[src/rtl/regfile_cc_pkg.sv]
// regfile_cc_pkg: shared encodings for the LC-3b register file / CC unit.
//   - REG_R0..REG_R7 register select encodings
//   - CC_N/CC_Z/CC_P bit positions inside the {n,z,p} vector
//   - CC_RESET value of {n,z,p} after reset
//   - SR2MUX_REG / SR2MUX_IMM select values for the ALU B operand mux
//   - sext5(): sign-extend the imm5 field to the data width
package regfile_cc_pkg;

    localparam int DATA_W = 16;

    localparam logic [2:0] REG_R0 = 3'd0;
    localparam logic [2:0] REG_R1 = 3'd1;
    localparam logic [2:0] REG_R2 = 3'd2;
    localparam logic [2:0] REG_R3 = 3'd3;
    localparam logic [2:0] REG_R4 = 3'd4;
    localparam logic [2:0] REG_R5 = 3'd5;
    localparam logic [2:0] REG_R6 = 3'd6;
    localparam logic [2:0] REG_R7 = 3'd7;

    localparam int CC_N = 2;
    localparam int CC_Z = 1;
    localparam int CC_P = 0;

    localparam logic [2:0] CC_RESET = 3'b010;

    localparam logic SR2MUX_REG = 1'b0;
    localparam logic SR2MUX_IMM = 1'b1;

    function automatic logic [DATA_W-1:0] sext5(input logic [4:0] imm);
        return {{(DATA_W-5){imm[4]}}, imm};
    endfunction

endpackage

[src/rtl/regfile_cc_cc_logic.sv]
// cc_logic: purely combinational N/Z/P flag generation from a data value.
// Ports:
//   i_val  [WIDTH-1:0]  value to classify (two's complement)
//   o_nzp  [2:0]        {n,z,p}; exactly one bit is set
module cc_logic
    import regfile_cc_pkg::*;
#(
    parameter int WIDTH = 16
) (
    input  logic [WIDTH-1:0] i_val,
    output logic [2:0]       o_nzp
);

    logic w_neg;
    logic w_nonzero;

    assign w_neg     = i_val[WIDTH-1];
    assign w_nonzero = |i_val;

    always_comb begin
        o_nzp       = 3'b000;
        o_nzp[CC_N] = w_neg;
        o_nzp[CC_Z] = ~w_nonzero;
        o_nzp[CC_P] = ~w_neg & w_nonzero;
    end

endmodule

[src/rtl/regfile_cc.sv]
// regfile_cc: LC-3b general-purpose register file plus condition-code unit.
// Optional feature macro: REGFILE_BYPASS_EN (write-through forwarding of bus_in
// to the read ports when the read select matches the register being written).
// Ports:
//   clk, rst          clock; asynchronous active-high reset
//   bus_in            processor bus value captured into R[dr] / flags
//   ld_reg, dr        register write enable and destination select
//   ld_cc             load {n,z,p} from bus_in
//   sr1, sr2          read selects (ALU A / ALU B)
//   sr2mux_sel, imm5  B operand select: register or sign-extended imm5
//   sr1_out, sr2_out  ALU operands (combinational reads)
//   n, z, p           condition-code flags
module regfile_cc
    import regfile_cc_pkg::*;
#(
    parameter int WIDTH = 16,
    parameter int NREGS = 8
) (
    input  logic                     clk,
    input  logic                     rst,
    input  logic [WIDTH-1:0]         bus_in,
    input  logic                     ld_reg,
    input  logic [$clog2(NREGS)-1:0] dr,
    input  logic                     ld_cc,
    input  logic [$clog2(NREGS)-1:0] sr1,
    input  logic [$clog2(NREGS)-1:0] sr2,
    input  logic                     sr2mux_sel,
    input  logic [4:0]               imm5,
    output logic [WIDTH-1:0]         sr1_out,
    output logic [WIDTH-1:0]         sr2_out,
    output logic                     n,
    output logic                     z,
    output logic                     p
);

    logic [NREGS-1:0][WIDTH-1:0] r_regs;
    logic [2:0]                  r_nzp;
    logic [2:0]                  w_nzp_next;
    logic [WIDTH-1:0]            w_rd1;
    logic [WIDTH-1:0]            w_rd2;
    logic [WIDTH-1:0]            w_imm;

    cc_logic #(.WIDTH(WIDTH)) u_cc (
        .i_val (bus_in),
        .o_nzp (w_nzp_next)
    );

    always_ff @(posedge clk or posedge rst) begin
        if (rst) begin
            r_regs <= '0;
        end else if (ld_reg) begin
            r_regs[dr] <= bus_in;
        end
    end

    always_ff @(posedge clk or posedge rst) begin
        if (rst) begin
            r_nzp <= CC_RESET;
        end else if (ld_cc) begin
            r_nzp <= w_nzp_next;
        end
    end

`ifdef REGFILE_BYPASS_EN
    // Forward the value being written so a same-cycle consumer sees it.
    assign w_rd1 = (ld_reg && sr1 == dr) ? bus_in : r_regs[sr1];
    assign w_rd2 = (ld_reg && sr2 == dr) ? bus_in : r_regs[sr2];
`else
    assign w_rd1 = r_regs[sr1];
    assign w_rd2 = r_regs[sr2];
`endif

    assign w_imm   = {{(WIDTH-5){imm5[4]}}, imm5};
    assign sr1_out = w_rd1;
    assign sr2_out = (sr2mux_sel == SR2MUX_IMM) ? w_imm : w_rd2;

    assign n = r_nzp[CC_N];
    assign z = r_nzp[CC_Z];
    assign p = r_nzp[CC_P];

endmodule

[config.mk]
export PLATFORM = sky130hd
export DESIGN_NAME = regfile_cc
export DESIGN_NICKNAME = d
export VERILOG_FILES = /design/src/rtl/regfile_cc_pkg.sv /design/src/rtl/regfile_cc_cc_logic.sv /design/src/rtl/regfile_cc.sv
export SDC_FILE = /design/constraint.sdc
export NUM_CORES = 1
export LEC_CHECK = 0
export ABC_CLOCK_PERIOD_IN_PS = 5600
export CELL_PAD_IN_SITES_DETAIL_PLACEMENT = 0
export CELL_PAD_IN_SITES_GLOBAL_PLACEMENT = 1
export CORE_ASPECT_RATIO = 2
export CORE_MARGIN = 8
export CORE_UTILIZATION = 49
export DETAILED_ROUTE_END_ITERATION = 8
export PLACE_DENSITY = 0.92
export SETUP_SLACK_MARGIN = 0.4
export SLEW_MARGIN = 20
export SYNTH_ARGS = -nofsm -noshare
export SYNTH_HDL_FRONTEND = slang
export SYNTH_SLANG_ARGS = --single-unit
[constraint.sdc]
create_clock -name clk -period 5.6 [get_ports clk]
set_input_delay 0.84 -clock clk [delete_from_list [all_inputs] [get_ports clk]]
set_output_delay 0.84 -clock clk [all_outputs]
set_load 0.01 [all_outputs]
==> impl_metrics.env, run 1 <==
export IMPL_yosys_area_top_type="dfrtp_1"
export IMPL_cts_hold_buf=0
export IMPL_crit_arrival_ns=3.32
export IMPL_port_buffer_count=69
export IMPL_cts_buffers=17
export IMPL_post_cts_resized=0
export IMPL_endpoint="sr2_out[10]"
export IMPL_synth_cell_types=30
export IMPL_grt_max_degree=60
export IMPL_yosysTopAreaCellShare=0.451
export IMPL_io_pins=70
export IMPL_post_cts_setup_buffers=0
export IMPL_cp_cell_sequence="clkdlybuf4s50_1, nand2b_1, o22ai_1, o31ai_1, clkdlybuf4s50_1"
export IMPL_synth_area_top_cells="dfrtp_1 45%, mux2_2 25%, mux4_2 14%, mux4_1 2.5%, mux2_4 2.1%"
export IMPL_cts_tree="yes"
export IMPL_wl_per_cell_um=24.3
export IMPL_fin_total_pwr_mw=3.27
export IMPL_worst_pin_slew_ns=1.15
export IMPL_antenna_found_initial=0
export IMPL_multiInputGateArea_um2=3650
export IMPL_start_kind="input pin"
export IMPL_cp_depth=5
export IMPL_chipHeight_um=188
export IMPL_drive_gt1_frac=0.508
export IMPL_required_ns=4.76
export IMPL_power_density_nw_per_um2=381
export IMPL_crit_path_start="sr2[1]"
export IMPL_syn_area_um2=7220
export IMPL_cp_slowest_cell="clkdlybuf4s50_1"
export IMPL_diodes=0
export IMPL_num_vias=4443
export IMPL_slew_headroom=0.233
export IMPL_layout_commonest_cell="mux2_2"
export IMPL_ys_ff_latch=131
export IMPL_initialDrtViolationCount=220
export IMPL_reg2reg_depth=1
export IMPL_period_share=0.743
export IMPL_cts_sinks=131
export IMPL_cts_clk_slew_worst_paths_ns=0.06
export IMPL_syn_to_final_growth_pct=18.8
export IMPL_cp_end_kind="primary output"
export IMPL_synth_edf_count=0
export IMPL_start_util=0.495
export IMPL_grt_pass1_vias=4862
export IMPL_die_w_um=102
export IMPL_fin_crit_ns=4.16
export IMPL_dieArea_um2=19100
export IMPL_cp_common_cell="clkdlybuf4s50_1"
export IMPL_timing_fmax_ghz=0.240
export IMPL_wl_um=17600
export IMPL_grt_pass1_wl_um=28100
export IMPL_vdd_drop_max_v=0.000243
export IMPL_fill_cells=1125
export IMPL_globalplace_congestion=0.822
export IMPL_reg2reg_from="r_regs[122]"
export IMPL_nets=552
export IMPL_synth_avg_cell_area_um2=15.8
export IMPL_final_cell_mix="159 x mux2_2, 130 x dfrtp_1, 66 x clkdlybuf4s50_1"
export IMPL_drt_antenna_violating_nets=0
export IMPL_maxSlewViolCount=0
export IMPL_via_per_inst=6.13
export IMPL_hold_viol_final=0
export IMPL_cp_top_family="buffers and inverters"
export IMPL_maxCapViolCount=0
export IMPL_fin_worst_skew_ns=0
export IMPL_utilization=0.588
export IMPL_hold_path_class="reg2reg"
export IMPL_htree_levels=4
export IMPL_critical_path_class="in2out"
export IMPL_synth_seq_area_share=0.454
export IMPL_syn_instance_count=458
export IMPL_async_flop_share=1.00
export IMPL_coreArea_um2=14600
export IMPL_drcViolationCount=0
export IMPL_status="completed"
export IMPL_seqCellArea_um2=3280
export IMPL_cts_path_max_buffers=2
export IMPL_rsz0062_at_grt="no"
export IMPL_num_rows=63
export IMPL_cpPeakStageDelay_ns=0.71
export IMPL_setup_viol=0
export IMPL_rr_endpoint="r_regs[122]"
export IMPL_yosysWarningCount=0
export IMPL_hpwl_um=11300
export IMPL_setup_tns_ns=0
export IMPL_synth_main_ff_cell="dfrtp_1"
export IMPL_ff2ff_setup_slack_ns=4.79
export IMPL_drt_pass1_iter_count=4
export IMPL_gr_total_overflow=0
export IMPL_crit_fanout=12
export IMPL_p_leak_nw=3.49
export IMPL_syn_num_nets=493
export IMPL_cp_num_buf_inv=2
export IMPL_clock_latency_ns=0.41
export IMPL_cts_root_buf="clkbuf_16"
export IMPL_grt_use_total=0.194
-- state kept, by name (all words and copies together), names as in the netlist --
register  cells
r_nzp         3
r_regs      128
-- cells by family (layout without fill, tap and decap cells) --
| group | count (synthesis) | in the layout | synth area share |
|---|---|---|---|
| buffers and inverters | 43 | 115 | 0.0407 |
| DFF | 131 | 131 | 0.454 |
| AOI/OAI and AO/OA | 29 | 29 | 0.0293 |
| and+or+nand+nor | 33 | 33 | 0.0397 |
| muxes | 222 | 222 | 0.436 |
-- cells in the mapped netlist, types with 2 or more instances --
cell and number:
nand2b_1 2, nor4_1 4, clkbuf_1 6, inv_1 6, nor2b_1 13, dfrtp_1 130
nor3b_4 2, o31ai_1 12, buf_6 8, buf_4 8, mux2_4 10, nand2_1 2
a222oi_1 4, mux4_2 45, buf_2 12, mux4_1 7, nor3_4 2, nand4b_2 3
mux2_2 159, o22ai_1 13
-- how the worst min path moves through the flow --
stage	start	end	slack, ns	cells past startpoint
finish	r_nzp[2]	r_nzp[2]	0.51	1
global route	r_nzp[2]	r_nzp[2]	0.54	1
CTS	r_nzp[2]	r_nzp[2]	0.52	1
detailed placement	r_nzp[2]	r_nzp[2]	0.50	1
global placement	r_nzp[2]	r_nzp[2]	0.49	1
floorplan	r_regs[17]	r_regs[17]	0.47	1
-- per-layer routing --
metal  global-route usage  vias up  share of wire
met5                    0        -              0
met4               0.0803        0          0.027
met3               0.0371       29          0.044
met2                0.331      136           0.54
met1                0.231     2365           0.39
li1                     -     1913              -
-- metrics by stage --
| step | instance area (µm²) | cells | setup slack (ns) | hold slack, ns |
|---|---|---|---|---|
| floorplan | 7220 | 458 | 1.26 | 0.471 |
| detailed placement | 7930 | 693 | 1.43 | 0.503 |
| global placement | 7930 | 693 | 1.43 | 0.493 |
| global route | 8580 | 725 | 1.29 | 0.537 |
| CTS | 8580 | 725 | 1.41 | 0.520 |
| finish | 8580 | 725 | 1.44 | 0.512 |
-- power breakdown --
| part | switching, mW | total [mW] | internal [mW] |
|---|---|---|---|
| sequential | 0.157 | 1.31 | 1.15 |
| combinational | 0.268 | 0.768 | 0.499 |
| clock | 0.429 | 1.19 | 0.762 |
| total | 0.854 | 3.27 | 2.42 |
-- final cells by class --
type | instances | share of cell area
Clock buffer | 18 | 0.0512
Clock inverter | 14 | 0.0239
Inverter | 6 | 0.00292
Multi-Input combinational cell | 284 | 0.425
Sequential cell | 131 | 0.382
Tap cell | 195 | 0.0285
Timing Repair Buffer | 77 | 0.0858
Power figures use the tool's default switching activity.
==> run 2: changes to the inputs <==
- ABC_CLOCK_PERIOD_IN_PS: 5600 -> 4059
- clock period: 5.6 -> 4.06 ns (I/O delays scaled with it)
==> run 2 against run 1 <==
Compared with the run above:
- the flow now finishes with violations (design-rule violations)
- critical path depth unchanged
- sequential share of layout area decreased by 0.27 points
- clock power increased by 26%
- combinational power increased by 39%
- via count increased by 1.1%
- clock-buffer cell count increased by 4
- register-to-register slack got worse by 1.5 ns
- clock skew unchanged
- final cell count increased by 1.7%
- core utilization increased by 0.42 points
- global-route usage decreased by 0.12 points
- largest power group unchanged
==> impl_metrics.env, run 2 (synthesized netlist as in run 1, its figures left out) <==
export IMPL_critical_path_class="in2out"
export IMPL_diodes=0
export IMPL_cp_cell_sequence="clkdlybuf4s50_1, mux4_2, a222oi_1, inv_1, clkdlybuf4s50_1"
export IMPL_cts_hold_buf=0
export IMPL_initialDrtViolationCount=280
export IMPL_setup_viol=0
export IMPL_nets=565
export IMPL_fin_total_pwr_mw=4.36
export IMPL_cp_common_cell="clkdlybuf4s50_1"
export IMPL_required_ns=3.45
export IMPL_power_switching_mw=1.13
export IMPL_power_density_nw_per_um2=505
export IMPL_syn_to_final_growth_pct=19.6
export IMPL_grt_use_total=0.193
export IMPL_fin_worst_skew_ns=0
export IMPL_chipHeight_um=188
export IMPL_cts_sinks=131
export IMPL_dieArea_um2=19100
export IMPL_design_area_um2=8640
export IMPL_via_per_inst=6.09
export IMPL_cp_num_buf_inv=3
export IMPL_num_vias=4492
export IMPL_cts_root_buf="clkbuf_16"
export IMPL_ff2ff_setup_slack_ns=3.26
export IMPL_clock_latency_ns=0.41
export IMPL_period_share=0.856
export IMPL_coreArea_um2=14600
export IMPL_wl_per_cell_um=23.6
export IMPL_largest_register="r_regs"
export IMPL_switching_share=0.259
export IMPL_worst_pin_slew_ns=0.854
export IMPL_cp_end_kind="primary output"
export IMPL_wl_um=17400
export IMPL_post_cts_setup_buffers=0
export IMPL_layout_commonest_cell="mux2_2"
export IMPL_largest_register_ff_count=128
export IMPL_final_cell_mix="159 x mux2_2, 130 x dfrtp_1, 65 x clkdlybuf4s50_1"
export IMPL_die_w_um=102
export IMPL_globalplace_congestion=0.775
export IMPL_cts_clk_slew_worst_paths_ns=0.05
export IMPL_start_kind="input pin"
export IMPL_grt_pass1_vias=4898
export IMPL_cp_slowest_cell="clkdlybuf4s50_1"
export IMPL_crit_arrival_ns=2.87
export IMPL_rsz0062_at_grt="no"
export IMPL_p_comb_frac=0.244
export IMPL_hold_viol_final=0
export IMPL_timing_fmax_ghz=0.288
export IMPL_antenna_found_initial=0
export IMPL_maxCapViolCount=0
export IMPL_vdd_drop_max_v=0.000291
export IMPL_grt_max_degree=67
export IMPL_whs_ns=0.521
export IMPL_status="complete, but fails checks"
export IMPL_start_util=0.495
export IMPL_num_rows=63
export IMPL_grt_pass1_wl_um=27700
export IMPL_top_regs="r_regs x128, r_nzp x3"
export IMPL_p_int_mw=3.24
export IMPL_setup_tns_ns=0
export IMPL_power_frac_seq=0.412
export IMPL_clockPowerShare=0.343
export IMPL_fin_crit_ns=3.48
export IMPL_drcViolationCount=1
export IMPL_port_buffer_count=69
export IMPL_cpPeakStageDelay_ns=0.80
export IMPL_io_pins=70
export IMPL_cts_path_max_buffers=2
export IMPL_htree_levels=4
export IMPL_hpwl_um=11100
export IMPL_slew_headroom=0.428
export IMPL_crit_fanout=8
export IMPL_drive_gt1_frac=0.515
export IMPL_gr_total_overflow=0
export IMPL_dp_cells=706
export IMPL_drt_antenna_violating_nets=0
export IMPL_stdcell_count=737
export IMPL_drt_pass1_iter_count=7
export IMPL_p_leak_nw=3.53
export IMPL_cp_top_family="buffers and inverters"
export IMPL_cts_tree="yes"
export IMPL_hold_path_class="reg2reg"
export IMPL_dpl_cell_area_um2=8060
export IMPL_cts_buffers=17
export IMPL_maxSlewViolCount=0
export IMPL_violations="design-rule violations"
run 2: cell type report:
| type | count | area (µm²) |
|---|---|---|
| Fill cell | 1113 | 5950 |
| Multi-Input combinational cell | 284 | 3650 |
| Sequential cell | 131 | 3280 |
| Timing Repair Buffer | 90 | 861 |
| Clock buffer | 22 | 474 |
| Tap cell | 195 | 244 |
| Clock inverter | 9 | 105 |
| Inverter | 6 | 26.3 |
run 2: final timing paths:
path | start | endpoint | cells past startpoint
worst max-delay path | sr2[2] | sr2_out[2] | 5
worst min-delay path | r_regs[101] | r_regs[101] | 1
worst max register to register | r_regs[116] | r_regs[116] | 1
worst min register to register | r_regs[101] | r_regs[101] | 1
max in group asynchronous | rst | r_regs[30] | 3
min in group asynchronous | rst | r_regs[10] | 2
run 2: metrics by stage:
stage / utilization / worst slack [ns]
floorplan: - / 1.70
CTS: 0.592 / 0.489
detailed placement: 0.552 / 0.515
finish: 0.592 / 0.583
global route: 0.592 / 0.452
global placement: 0.552 / 0.529
run 2: power by group through the flow:
| stage | Combinational, mW | Clock (mW) | Sequential (mW) |
|---|---|---|---|
| after floorplan | 0.768 | 0 | 1.74 |
| after global placement | 1.05 | 0 | 1.79 |
| after detailed placement | 1.07 | 0 | 1.81 |
| after CTS | 1.08 | 1.52 | 1.79 |
| after global routing | 1.14 | 1.57 | 1.83 |
| final | 1.07 | 1.50 | 1.80 |
run 2: repair_timing:
item / CTS / global route
setup endpoints to repair: 0 / 3
resized for setup: 0 / 1
hold endpoints to repair: 0 / 0
run 2: routing by layer:
metal	share of wire	vias up	global-route usage
met1	0.40	2388	0.235
met4	0.013	0	0.0660
met5	0	-	0
met2	0.53	146	0.324
li1	-	1940	-
met3	0.055	18	0.0438
